[src/rtl/tl_a_beat_queue.sv]
`default_nettype none
// ============================================================================
// Module      : tl_a_beat_queue
// Description : Two-entry registered TileLink A-channel buffer. Each dequeued
//               beat carries first/last burst markers.
// Revision    : 1.0 - initial release
// ============================================================================
module tl_a_beat_queue #(
    parameter int ADDR_W = 32,
    parameter int DATA_W = 32,
    parameter int SRC_W  = 4
) (
    input  logic              clock,
    input  logic              reset,

    input  logic              enq_valid,
    output logic              enq_ready,
    input  logic [2:0]        enq_opcode,
    input  logic [2:0]        enq_param,
    input  logic [2:0]        enq_size,
    input  logic [SRC_W-1:0]  enq_source,
    input  logic [ADDR_W-1:0] enq_address,
    input  logic [3:0]        enq_mask,
    input  logic [DATA_W-1:0] enq_data,

    output logic              deq_valid,
    input  logic              deq_ready,
    output logic [2:0]        deq_opcode,
    output logic [2:0]        deq_param,
    output logic [2:0]        deq_size,
    output logic [SRC_W-1:0]  deq_source,
    output logic [ADDR_W-1:0] deq_address,
    output logic [3:0]        deq_mask,
    output logic [DATA_W-1:0] deq_data,
    output logic              deq_first,
    output logic              deq_last,
    output logic [1:0]        count
);

    localparam logic [1:0] c_FULL  = 2'd2;
    localparam logic [1:0] c_EMPTY = 2'd0;

    // Entry storage; deliberately not reset, the pointers and count define validity
    logic [2:0]        r_opcode_mem  [2];
    logic [2:0]        r_param_mem   [2];
    logic [2:0]        r_size_mem    [2];
    logic [SRC_W-1:0]  r_source_mem  [2];
    logic [ADDR_W-1:0] r_address_mem [2];
    logic [3:0]        r_mask_mem    [2];
    logic [DATA_W-1:0] r_data_mem    [2];

    logic              r_wptr;
    logic              r_rptr;
    logic [1:0]        r_count;
    logic [4:0]        r_beat_cnt;

    logic              w_enq_fire;
    logic              w_deq_fire;
    logic [4:0]        w_beats_m1;

    assign enq_ready  = (r_count != c_FULL) && !reset;
    assign deq_valid  = (r_count != c_EMPTY) && !reset;
    assign w_enq_fire = enq_valid && enq_ready;
    assign w_deq_fire = deq_valid && deq_ready;
    assign count      = r_count;

    always_ff @(posedge clock) begin
        if (w_enq_fire) begin
            r_opcode_mem[r_wptr]  <= enq_opcode;
            r_param_mem[r_wptr]   <= enq_param;
            r_size_mem[r_wptr]    <= enq_size;
            r_source_mem[r_wptr]  <= enq_source;
            r_address_mem[r_wptr] <= enq_address;
            r_mask_mem[r_wptr]    <= enq_mask;
            r_data_mem[r_wptr]    <= enq_data;
        end
    end

    always_ff @(posedge clock) begin
        if (reset) begin
            r_wptr  <= 1'b0;
            r_rptr  <= 1'b0;
            r_count <= c_EMPTY;
        end else begin
            if (w_enq_fire) begin
                r_wptr <= ~r_wptr;
            end
            if (w_deq_fire) begin
                r_rptr <= ~r_rptr;
            end
            case ({w_enq_fire, w_deq_fire})
                2'b10:   r_count <= r_count + 2'd1;
                2'b01:   r_count <= r_count - 2'd1;
                default: r_count <= r_count;
            endcase
        end
    end

    assign deq_opcode  = r_opcode_mem[r_rptr];
    assign deq_param   = r_param_mem[r_rptr];
    assign deq_size    = r_size_mem[r_rptr];
    assign deq_source  = r_source_mem[r_rptr];
    assign deq_address = r_address_mem[r_rptr];
    assign deq_mask    = r_mask_mem[r_rptr];
    assign deq_data    = r_data_mem[r_rptr];

    // Data-carrying opcodes (0..3) span 2^(size-2) beats once size exceeds one beat
    always_comb begin
        w_beats_m1 = 5'd0;
        if (deq_opcode <= 3'd3) begin
            case (deq_size)
                3'd3:    w_beats_m1 = 5'd1;
                3'd4:    w_beats_m1 = 5'd3;
                3'd5:    w_beats_m1 = 5'd7;
                3'd6:    w_beats_m1 = 5'd15;
                3'd7:    w_beats_m1 = 5'd31;
                default: w_beats_m1 = 5'd0;
            endcase
        end
    end

    assign deq_first = (r_beat_cnt == 5'd0);
    assign deq_last  = (r_beat_cnt == w_beats_m1);

    always_ff @(posedge clock) begin
        if (reset) begin
            r_beat_cnt <= 5'd0;
        end else if (w_deq_fire) begin
            r_beat_cnt <= deq_last ? 5'd0 : r_beat_cnt + 5'd1;
        end
    end

endmodule
`default_nettype wire

[config.mk]
export PLATFORM = sky130hd
export DESIGN_NAME = tl_a_beat_queue
export DESIGN_NICKNAME = d
export VERILOG_FILES = /design/src/rtl/tl_a_beat_queue.sv
export SDC_FILE = /design/constraint.sdc
export NUM_CORES = 1
export LEC_CHECK = 0
export BUFFER_PORTS_ARGS = -buffer_cell sky130_fd_sc_hd__buf_2
export CAP_MARGIN = 10
export CORE_ASPECT_RATIO = 1.5
export CORE_MARGIN = 8
export CORE_UTILIZATION = 47
export DETAILED_ROUTE_END_ITERATION = 10
export PLACE_DENSITY = 0.82
export SYNTH_ARGS = -nofsm -noshare
export SYNTH_HDL_FRONTEND = slang
export SYNTH_SLANG_ARGS = --single-unit
[constraint.sdc]
create_clock -name clock -period 4.5 [get_ports clock]
set_clock_uncertainty 0.1 [all_clocks]
set_input_delay 0.45 -clock clock [delete_from_list [all_inputs] [get_ports clock]]
set_output_delay 0.45 -clock clock [all_outputs]
set_load 0.01 [all_outputs]
Word level (Yosys, flattened, before mapping)
Memory sizes are Yosys's and may differ from the RTL's. A register that Yosys moved wholly into a read port is not among the register bits.
Index checks and enable logic that the tools add are counted.
{ "totals": {"elab_cells": 54, "n_memories": 7, "mem_bits_rw": 162, "reg_bits": 9} }
{ "mem_list": {"columns": ["memory", "depth", "width", "rd", "rd_clocked_by_memory_dff", "write_ports", "line", "source"], "rows": [
  ["r_address_mem", 2, 32, 1, 1, 1, "48", "logic [ADDR_W-1:0] r_address_mem [2];"],
  ["r_data_mem", 2, 32, 1, 1, 1, "50", "logic [DATA_W-1:0] r_data_mem [2];"],
  ["r_mask_mem", 2, 4, 1, 1, 1, "49", "logic [3:0] r_mask_mem [2];"],
  ["r_source_mem", 2, 4, 1, 1, 1, "47", "logic [SRC_W-1:0] r_source_mem [2];"],
  ["r_opcode_mem", 2, 3, 1, 1, 1, "44", "logic [2:0] r_opcode_mem [2];"],
  ["r_param_mem", 2, 3, 1, 1, 1, "45", "logic [2:0] r_param_mem [2];"],
  ["+1 memories", null, null, null, null, null, null, null]
]} }
{ "classes": {"mux": 20, "reduce_logical": 8, "magnitude_cmp": 1, "add_sub_neg": 3, "n_bitwise": 2, "n_eq_ne": 9} }
{ "ops": {"columns": ["op", "count"], "rows": [
  ["one-hot mux 5 bit (5 select lines)", 1],
  ["two-way mux 1 bit", 16],
  ["== test 3 bit (second input constant)", 4],
  ["two-way mux 5 bit", 2],
  ["adder 5 x 1 -> 5 bit (second input constant)", 1],
  ["== test 5 bit", 1],
  ["zero test 5 bit", 1],
  ["logical AND 1 bit", 4],
  ["one-hot mux 2 bit (2 select lines)", 1],
  ["nonzero test 2 bit", 2],
  ["== test 3 x 2 -> 1 bit (second input constant)", 1],
  ["<= comparator 3 x 2 -> 1 bit (second input constant)", 1],
  ["adder 2 x 1 -> 2 bit (second input constant)", 1],
  ["== test 2 x 1 -> 1 bit (second input constant)", 1],
  ["== test 2 bit (second input constant)", 1],
  ["inequality test 2 bit (second input constant)", 1],
  ["inverter 1 bit", 2],
  ["subtractor 2 x 1 -> 2 bit (second input constant)", 1],
  ["zero test 1 bit", 1]
]} }

Depth between registers and ports, before layout
Gate-level depths: netlist (run 1).
{ "depth": {"ltp_word": 5, "mapped_depth": 8, "mapped_depth_nobuf": 8} }

Least setup slack after synthesis (run 1)
No wires, ideal clock.
{ "synth_path": {"kind": "reg2reg", "startpoint": "register r_count[0], in the netlist count[0]", "endpoint": "memory r_address_mem[0][0], enable pin", "arrival_ns": 4.348, "required_time_ns": 3.879, "setup_slack_ns": -0.469, "stages_incl_launch_ff": 5, "synth_period_minus_slack_ns": 4.969, "path_cell_list": "dfxtp_1 -> inv_1 -> a21oi_1 -> nand2_1 -> nor2_1"} }
{ "synth_via": {"elab_chain_cells": 5} }
{ "synth_lines": {"columns": ["element", "line", "source"], "rows": [
  ["start: declaration", "54", "logic [1:0] r_count;"],
  ["start signal: assignment", "83", "r_count <= c_EMPTY;"],
  ["start signal: assignment", "92", "2'b10: r_count <= r_count + 2'd1;"],
  ["start signal: assignment", "93", "2'b01: r_count <= r_count - 2'd1;"],
  ["inequality test 2 bit", "61", "assign enq_ready = (r_count != c_FULL) && !reset;"],
  ["logical AND 1 bit", "61", null],
  ["named net enq_ready", "17", "output logic enq_ready,"],
  ["logical AND 1 bit", "63", "assign w_enq_fire = enq_valid && enq_ready;"],
  ["two-way mux 1 bit", "68", "if (w_enq_fire) begin"],
  ["two-way mux 1 bit (not written as such)", "73", "r_address_mem[r_wptr] <= enq_address;"],
  ["end: declaration", "48", null]
]} }
The timed path passes the listed nets, and every way through them passes these cells.

==> impl_metrics.toml, run 1 <==
[setup_path]
setup.worst_path.start_class = "flop"
arrival_ns = 2.50
worst-endpoint-required_ns = 3.95
worstReg2RegStart = "count[0]"
worst-r2r-setup-slack_ns = 2.08
rr_worst_depth = 5
r2r-end = "r_data_mem[0][28]"
critical_path_peak_fanout = 46
path_class = "reg -> out"
end_kind = "primary output"

[logic_synthesis]
ys_seq_elements = 172
synth_compound_area_share_pct = 1.922
synth_most_common_cell = "sky130_fd_sc_hd__edfxtp_1"
synth_xor_xnor_area_share_pct = 0.8072
synth.top_cell.area_share_pct = 74.73
synth-edff-count = 162
synth.top_cells.by_count = "sky130_fd_sc_hd__edfxtp_1 (162), sky130_fd_sc_hd__mux2_2 (80), sky130_fd_sc_hd__clkbuf_1 (12)"
synth_simple_gate_area_share_pct = 3.498
portion_of_netlist_area_occupied_by_mux_cells_pct = 14.30
synth.yosys.seq_area_share_pct = 77.80
dominant_combinational_cell_family_by_area_after_synthesis = "multiplexers"
synth.net_count = 421
synth_area_leader_cell = "sky130_fd_sc_hd__edfxtp_1"
ys_async_sr_fraction_pct = 0
instance_count_of_the_mapped_netlist = 333
netlist_area_pre_place_mm2 = 0.006510
ys_dominant_reg_cell = "sky130_fd_sc_hd__edfxtp_1"
average_cell_area_after_synthesis_um2 = 19.55
adder_cell_fraction_of_synth_area_pct = 0.5766
synth-warning-count = 0
top_cells_by_area_synth = "sky130_fd_sc_hd__edfxtp_1 (75%), sky130_fd_sc_hd__mux2_2 (14%), sky130_fd_sc_hd__dfxtp_1 (3.1%)"
ys_types = 38

[grt]
number_of_antenna_violations_at_the_first_check_in_global_routing = 4
wire_length_of_the_first_global_routing_pass_um = 20560
vias_in_the_first_global_route = 3983
grt_ovf = 0
maximum_number_of_pins_on_one_net_before_global_route_repair = 82
grt.total_usage_pct = 15.01

[clock_network]
worst_skew_pair.late_latency_ns = 0.41
cts-root-buf = "sky130_fd_sc_hd__clkbuf_16"
max-clock-path-buffers = 2
clkSinkCount = 172
h-tree-depth = 4
number_of_buffers_inserted_by_hold_repair_at_cts = 0
post_cts_setup_inserts = 0
numCtsBuffers = 17
path_clk_slew_ns = 0.07
clock_tree_from_tritoncts = "built"
cts.repair.resized = 0

[pwr]
p_leak_uw = 0.002961
worst_vdd_rail_ir_drop_mv = 0.2945
power.density_mw_per_mm2 = 434.0

[final_layout]
area_of_combinational_cells_with_multiple_inputs_mm2 = 0.001386
net_total_in_the_final_layout = 600
nFillCells = 1060
areaGrowthSynthToFinish_pct = 24.24
layout-drive-gt1-share_pct = 56.19
seq_cell_area_mm2 = 0.005069

[timing]
setup_tns_ns = 0
setup_violation_total_in_the_final_timing_report = 0
max_freq_mhz = 328.4
setup_slack_ns = 1.455
timing_max_transition_violations_final = 0
period_minus_slack_ns = 3.045
max_slew_margin_pct = 24.98
grt_setup_unrepaired = "no"
timing_hold_violations_final = 0
period_share_pct = 67.67
max_slew.worst_pin.slew_ns = 1.125

[die]
die_h_um = 160.1
start_util_pct = 48.10
placement_rows = 52
die_width_um = 112.1
design.portCount = 172
floorplan.core_area_mm2 = 0.01353
floorplan.die_area_mm2 = 0.01795

[min_path]
min_path_cells = 1
worst_hold_path.endpoint = "r_data_mem[0][8]"
worstHoldPathType = "in -> reg"
startpoint_of_the_most_critical_hold_path = "enq_data[8]"

[flow_run]
maxCapViolations = 0

[placement]
routability_cong = 0.8038
place_ws_ns = 1.858
portbufs = 171
dpl.hpwl_um = 9444

[route]
route.final.wire_length_um = 13510
drt_pass1_iterations = 4
number_of_nets_with_antenna_violations_after_routing = 0
drcViolationCount = 0
vias = 3578
detailedRoute.firstIterationViolations = 181
routed_via_density = 5.201
wl_per_cell_um = 19.64

[outcome]
run_status = "complete, no violations"
[flip-flops by register name, indices dropped and copies added (netlist names), named ones only]
register / cells
r_wptr: 1
r_param_mem: 6
r_opcode_mem: 6
r_data_mem: 64
r_rptr: 1
r_source_mem: 8
r_mask_mem: 8
count: 2
r_address_mem: 64
r_size_mem: 6
r_beat_cnt: 5
[through the flow]
step	cells	total power (µW)	hold slack (ns)	instance area [µm²]	util, %
floorplan	333	2077	0.3813	6513	-
global placement	655	2218	0.3922	7543	55.74
detailed placement	655	2237	0.4174	7543	55.74
CTS	687	3557	0.1046	8085	59.74
global route	687	3638	0.09969	8085	59.74
finish	688	3510	0.1231	8088	59.76
[critical path, cell delays in order (launching register included)]
cell and delay (ns):
sky130_fd_sc_hd__dfxtp_4 0.70, sky130_fd_sc_hd__and3b_1 0.28, sky130_fd_sc_hd__o21ai_1 0.08, sky130_fd_sc_hd__or4_4 0.58, sky130_fd_sc_hd__a22oi_2 0.27, sky130_fd_sc_hd__buf_2 0.18
[cell usage in the layout (no fill, tap or decap), types with 4 or more instances in the layout]
cell / instances
sky130_fd_sc_hd__buf_2: 171
sky130_fd_sc_hd__edfxtp_1: 162
sky130_fd_sc_hd__mux2_2: 80
sky130_fd_sc_hd__clkbuf_16: 17
sky130_fd_sc_hd__dfxtp_1: 9
sky130_fd_sc_hd__nor2_1: 7
sky130_fd_sc_hd__nor3_1: 6
sky130_fd_sc_hd__clkinv_4: 5
sky130_fd_sc_hd__nand2_1: 4
sky130_fd_sc_hd__xor2_1: 4
[report_power, final]
| part | internal (µW) | switching, µW | leakage, µW | total, µW |
|---|---|---|---|---|
| Clock | 718 | 598 | 0.000256 | 1320 |
| Combinational | 155 | 177 | 0.00114 | 333 |
| Sequential | 1830 | 32.7 | 0.00157 | 1860 |
| Total | 2700 | 808 | 0.00296 | 3510 |
[area by class of cell]
cell class | count | area share [%]
Clock buffer | 19 | 5.353
Multi-Input combinational cell | 144 | 17.14
Tap cell | 162 | 2.506
Clock inverter | 13 | 1.346
Inverter | 4 | 0.1856
Antenna cell | 1 | 0.03094
Sequential cell | 172 | 62.67
Timing Repair Buffer | 173 | 10.77
[routing by layer]
metal	track usage, %	wire, µm	vias up
met5	0	37	-
met2	28.50	7789	102
li1	-	-	1676
met3	5.474	765	31
met4	7.394	342	6
met1	13.48	4578	1763
[worst max path at each step]
stage                           to  slack [ns]  startpoint
2_1_floorplan  r_address_mem[0][0]        0.89    count[0]
3_3_place_gp              deq_last        1.92        flop
3_5_place_dp              deq_last        1.86        flop
4_1_cts                   deq_last        1.42        flop
5_1_grt                   deq_last        1.30        flop
6_report                  deq_last        1.45        flop
[logic make-up after synthesis]
logic type	after synthesis
flip-flops	172
multiplexers	82
AND/OR/NAND/NOR	38
buffers and inverters	17
AO/OA/AOI/OAI	15
XOR/XNOR	6
adder cells (fa/ha/maj)	3
Power figures use the tool's default switching activity.
==> run 2, diff against run 1 <==
==> constraint.sdc (replaced) <==
create_clock -name clock -period 2.5 [get_ports clock]
set_clock_uncertainty 0.1 [all_clocks]
set_input_delay 0.25 -clock clock [delete_from_list [all_inputs] [get_ports clock]]
set_output_delay 0.25 -clock clock [all_outputs]
set_load 0.01 [all_outputs]
==> impl_metrics.toml, run 2 (synthesized netlist as in run 1, its figures left out) <==
[pwr]
worst_vdd_rail_ir_drop_mv = 0.6621
power.density_mw_per_mm2 = 711.5
p_leak_uw = 0.003352

[placement]
portbufs = 171
routability_cong = 0.8230
dpl.hpwl_um = 9776
detailed_place.area_mm2 = 0.007614

[final_layout]
mostFrequentLayoutCells = "sky130_fd_sc_hd__buf_2 (171), sky130_fd_sc_hd__edfxtp_1 (162), sky130_fd_sc_hd__dlygate4sd3_1 (81)"
net_total_in_the_final_layout = 690
areaGrowthSynthToFinish_pct = 38.11
final_common_cell = "sky130_fd_sc_hd__buf_2"
finalInstanceArea_mm2 = 0.008991
antennaDiodeCount = 0
layout-drive-gt1-share_pct = 49.92
top_registers = "r_address_mem x64, r_data_mem x64"

[outcome]
run_status = "complete, no violations"

[timing]
max_slew_margin_pct = 61.42
period_minus_slack_ns = 2.456
timing_max_transition_violations_final = 0
grt_setup_unrepaired = "yes"
setup_violation_total_in_the_final_timing_report = 0
max_slew.worst_pin.slew_ns = 0.5787
timing_hold_violations_final = 0
max_freq_mhz = 407.1
period_share_pct = 98.24
hold_ws_ns = 0.07166

[route]
vias = 4010
number_of_nets_with_antenna_violations_after_routing = 0
route.final.wire_length_um = 15040
drt_pass1_iterations = 5
detailedRoute.firstIterationViolations = 247
routed_via_density = 5.161
wl_per_cell_um = 19.35
drcViolationCount = 0

[setup_path]
end_kind = "primary output"
worst_setup_path_startpoint = "r_opcode_mem[1][2]"
rr_worst_depth = 7
timing.critical_path.cells = "and3b_2, o21ai_1, or4_4, a22oi_2, buf_2"
critPathMaxStageDelay_ns = 0.57
worst-endpoint-required_ns = 2.15
path_class = "reg -> out"
timing.critical_path.max_delay_family = "simple AND/OR/NAND/NOR gates"
cp.buffers_inverters = 1
setup.worst_path.start_class = "flop"
worst-r2r-setup-slack_ns = 0.44
cp_slowest_cell = "sky130_fd_sc_hd__or4_4"
r2r-end = "count[1]"
arrival_ns = 2.11
worstReg2RegStart = "count[1]"
critical_path_peak_fanout = 3

[grt]
grt_ovf = 0
wire_length_of_the_first_global_routing_pass_um = 23270
maximum_number_of_pins_on_one_net_before_global_route_repair = 46
grt.total_usage_pct = 16.97
vias_in_the_first_global_route = 4463
number_of_antenna_violations_at_the_first_check_in_global_routing = 0

[die]
die_h_um = 160.1
die_width_um = 112.1
placement_rows = 52
design.portCount = 172
floorplan.die_area_mm2 = 0.01795
start_util_pct = 48.10
floorplan.core_area_mm2 = 0.01353

[clock_network]
path_clk_slew_ns = 0.06
h-tree-depth = 4
clock_tree_from_tritoncts = "built"
clkSinkCount = 172
numCtsBuffers = 17
worst_skew_pair.late_latency_ns = 0.41
cts-root-buf = "sky130_fd_sc_hd__clkbuf_16"
max-clock-path-buffers = 2

[min_path]
startpoint_of_the_most_critical_hold_path = "reset"
worst_hold_path.endpoint = "count[0]"
min_path_cells = 2
worstHoldPathType = "in -> reg"

[flow_run]
maxCapViolations = 0
-- run 2: changes by cell type in the layout (fill, tap and decap cells not counted), sizes merged --
cell / previous run / this run
dlygate4sd3: 0 / 81
buf: 173 / 182
clkinv: 7 / 9
clkbuf: 19 / 18
clkinvlp: 3 / 2
diode: 1 / 0
-- run 2: worst max path at each step --
stage,slack [ns],to,cells after the start
5_1_grt,-0.01,deq_last,5
2_1_floorplan,0.02,r_address_mem[0][0],4
3_5_place_dp,0.42,deq_last,5
6_report,0.04,deq_last,5
3_3_place_gp,0.47,deq_last,5
4_1_cts,0.03,deq_last,5
-- run 2: power by group --
group | total (µW) | switching (µW) | internal [µW]
registers | 3340 | 44.6 | 3290
logic | 752 | 371 | 381
clock network | 2310 | 1040 | 1270
-- run 2: timing repair --
| item | 4_1_cts | 5_1_grt |
|---|---|---|
| endpoints found under the hold margin | 162 | 0 |
| hold buffers | 81 | 0 |
| resized for setup | 1 | 1 |
| cloned | 0 | 0 |
| buffers inserted | 4 | 1 |
| setup endpoints to repair | 1 | 1 |
| pin swaps | 1 | 1 |
-- run 2: layer usage --
| metal | wire length (µm) | share of wire (%) | GRT usage [%] | up-vias |
|---|---|---|---|---|
| li1 | - | - | - | 1850 |
| met4 | 574 | 3.8 | 10.60 | 0 |
| met5 | 0 | 0 | 0 | - |
| met2 | 8666 | 58 | 32.23 | 174 |
| met3 | 796 | 5.3 | 4.379 | 44 |
| met1 | 4999 | 33 | 15.53 | 1942 |
-- run 2: final cells by class --
type,instances,area [µm²]
clock buffers,18,429.2
clock inverters,14,93.84
fillers,912,4542
inverters,4,15.01
multi-input cells,144,1406
flip-flops and latches,172,5070
well taps,162,202.7
repair buffers,263,1774
-- run 2: per-stage QoR --
step / TNS, ns / cells / util [%] / worst slack, ns / total power (µW)
final: 0 / 777 / 66.44 / 0.04389 / 6398
after global routing: -0.01188 / 777 / 66.44 / -0.01188 / 6628
after floorplan: 0 / 333 / - / 0.01936 / 3741
after global placement: 0 / 659 / 56.26 / 0.4688 / 4006
after CTS: 0 / 776 / 66.37 / 0.02911 / 6462
after detailed placement: 0 / 659 / 56.26 / 0.4158 / 4037
==> run 3, diff against run 2 <==
--- a/config.mk
+++ b/config.mk
@@ -11,7 +11,7 @@
 export CORE_MARGIN = 8
 export CORE_UTILIZATION = 47
 export DETAILED_ROUTE_END_ITERATION = 10
-export PLACE_DENSITY = 0.82
+export PLACE_DENSITY = 0.75
 export SYNTH_ARGS = -nofsm -noshare
 export SYNTH_HDL_FRONTEND = slang
 export SYNTH_SLANG_ARGS = --single-unit
==> impl_metrics.toml, run 3 (synthesized netlist as in run 1, its figures left out) <==
[route]
number_of_nets_with_antenna_violations_after_routing = 0
detailedRoute.firstIterationViolations = 238
vias = 3954
routed_via_density = 5.076
wl_per_cell_um = 19.11
drt_pass1_iterations = 4
route.final.wire_length_um = 14880
drcViolationCount = 0

[setup_path]
critPathMaxStageDelay_ns = 0.51
setup.worst_path.start_class = "flop"
path_class = "reg -> out"
cp_slowest_cell = "sky130_fd_sc_hd__or4_4"
timing.critical_path.cells = "nor3b_2, o21ai_1, or4_4, a22oi_2, buf_2"
worst-r2r-setup-slack_ns = 0.48
rr_worst_depth = 7
worst-endpoint-required_ns = 2.15
critical_path_peak_fanout = 3
arrival_ns = 2.15
end_kind = "primary output"

[timing]
timing_hold_violations_final = 0
setup_tns_ns = 0
timing_max_transition_violations_final = 0
setup_violation_total_in_the_final_timing_report = 0
grt_setup_unrepaired = "yes"
period_share_pct = 99.88
hold_ws_ns = 0.06905
period_minus_slack_ns = 2.497
max_freq_mhz = 400.5
max_slew.worst_pin.slew_ns = 0.6758
max_slew_margin_pct = 54.95

[placement]
dpl.hpwl_um = 9314
portbufs = 171
routability_cong = 0.7742

[die]
start_util_pct = 48.10
die_width_um = 112.1
design.portCount = 172
floorplan.core_area_mm2 = 0.01353
die_h_um = 160.1
placement_rows = 52
floorplan.die_area_mm2 = 0.01795

[final_layout]
final_common_cell = "sky130_fd_sc_hd__buf_2"
utilization_pct = 67.17
mostFrequentLayoutCells = "sky130_fd_sc_hd__buf_2 (171), sky130_fd_sc_hd__edfxtp_1 (162), sky130_fd_sc_hd__dlygate4sd3_1 (81)"
top_registers = "r_address_mem x64, r_data_mem x64"
net_total_in_the_final_layout = 691
areaGrowthSynthToFinish_pct = 39.63
layout-drive-gt1-share_pct = 50.32

[grt]
grt_ovf = 0
maximum_number_of_pins_on_one_net_before_global_route_repair = 82
vias_in_the_first_global_route = 4468
grt.total_usage_pct = 16.54
number_of_antenna_violations_at_the_first_check_in_global_routing = 1
wire_length_of_the_first_global_routing_pass_um = 22900

[min_path]
worstHoldPathType = "in -> reg"
min_path_cells = 2

[pwr]
p_leak_uw = 0.003384
power.density_mw_per_mm2 = 744.9
worst_vdd_rail_ir_drop_mv = 0.4977
post-layout-total-power_uw = 6771

[clock_network]
h-tree-depth = 4
path_clk_slew_ns = 0.06
clock_tree_from_tritoncts = "built"
clkSinkCount = 172
cts-root-buf = "sky130_fd_sc_hd__clkbuf_16"
worst_skew_pair.late_latency_ns = 0.41
numCtsBuffers = 17
max-clock-path-buffers = 2

[outcome]
run_status = "complete, no violations"

[flow_run]
maxCapViolations = 0
## run 3: final timing paths
kind,startpoint,endpoint
worst min register to register,r_rptr,r_rptr
worst min-delay path,reset,r_rptr
worst max-delay path,r_opcode_mem[0][2],deq_last
worst max register to register,count[1],count[1]
## run 3: where the power goes
| group | switching (µW) | internal (µW) |
|---|---|---|
| clock network | 1080 | 1610 |
| registers | 43.7 | 3290 |
| logic | 370 | 380 |
| total | 1490 | 5280 |
## run 3: cell type report
class | count | area, µm²
clock buffer | 20 | 446.7
tap | 162 | 202.7
inverter | 4 | 15.01
clock inverter | 12 | 161.4
timing repair buffer | 264 | 1785
multi-input combinational | 144 | 1406
fill | 925 | 4443
antenna | 1 | 2.502
sequential | 172 | 5070
## run 3: metal layers
metal,global-route usage [%],up-vias,wire [µm]
li1,-,1850,-
met1,15.32,1947,5204
met2,32.10,129,8673
met3,4.455,28,617
met4,8.010,0,389
met5,0,-,0
## run 3: critical path: cells and delay by family, from the launching register on
family	cells	cell delay, ns
AO/OA/AOI/OAI	2	0.33
buffers and inverters	1	0.17
flip-flops	1	0.43
AND/OR/NAND/NOR	2	0.79
## run 3: per-stage QoR
| step | instance area (µm²) | setup slack, ns | cells |
|---|---|---|---|
| 2_1_floorplan | 6534 | 0.01936 | 333 |
| 3_3_place_gp | 7606 | 0.4695 | 658 |
| 3_5_place_dp | 7606 | 0.3809 | 658 |
| 4_1_cts | 9045 | 0.01164 | 773 |
| 5_1_grt | 9090 | -0.08408 | 779 |
| 6_report | 9090 | 0.002895 | 779 |
## run 3: timing repair
item                                    CTS  global route
pin swaps                                 2             4
hold endpoints to repair                162             0
endpoints found under the setup margin    1             1
gates resized for setup                   1             2
buffers inserted                          2             5
hold buffers                             81             0
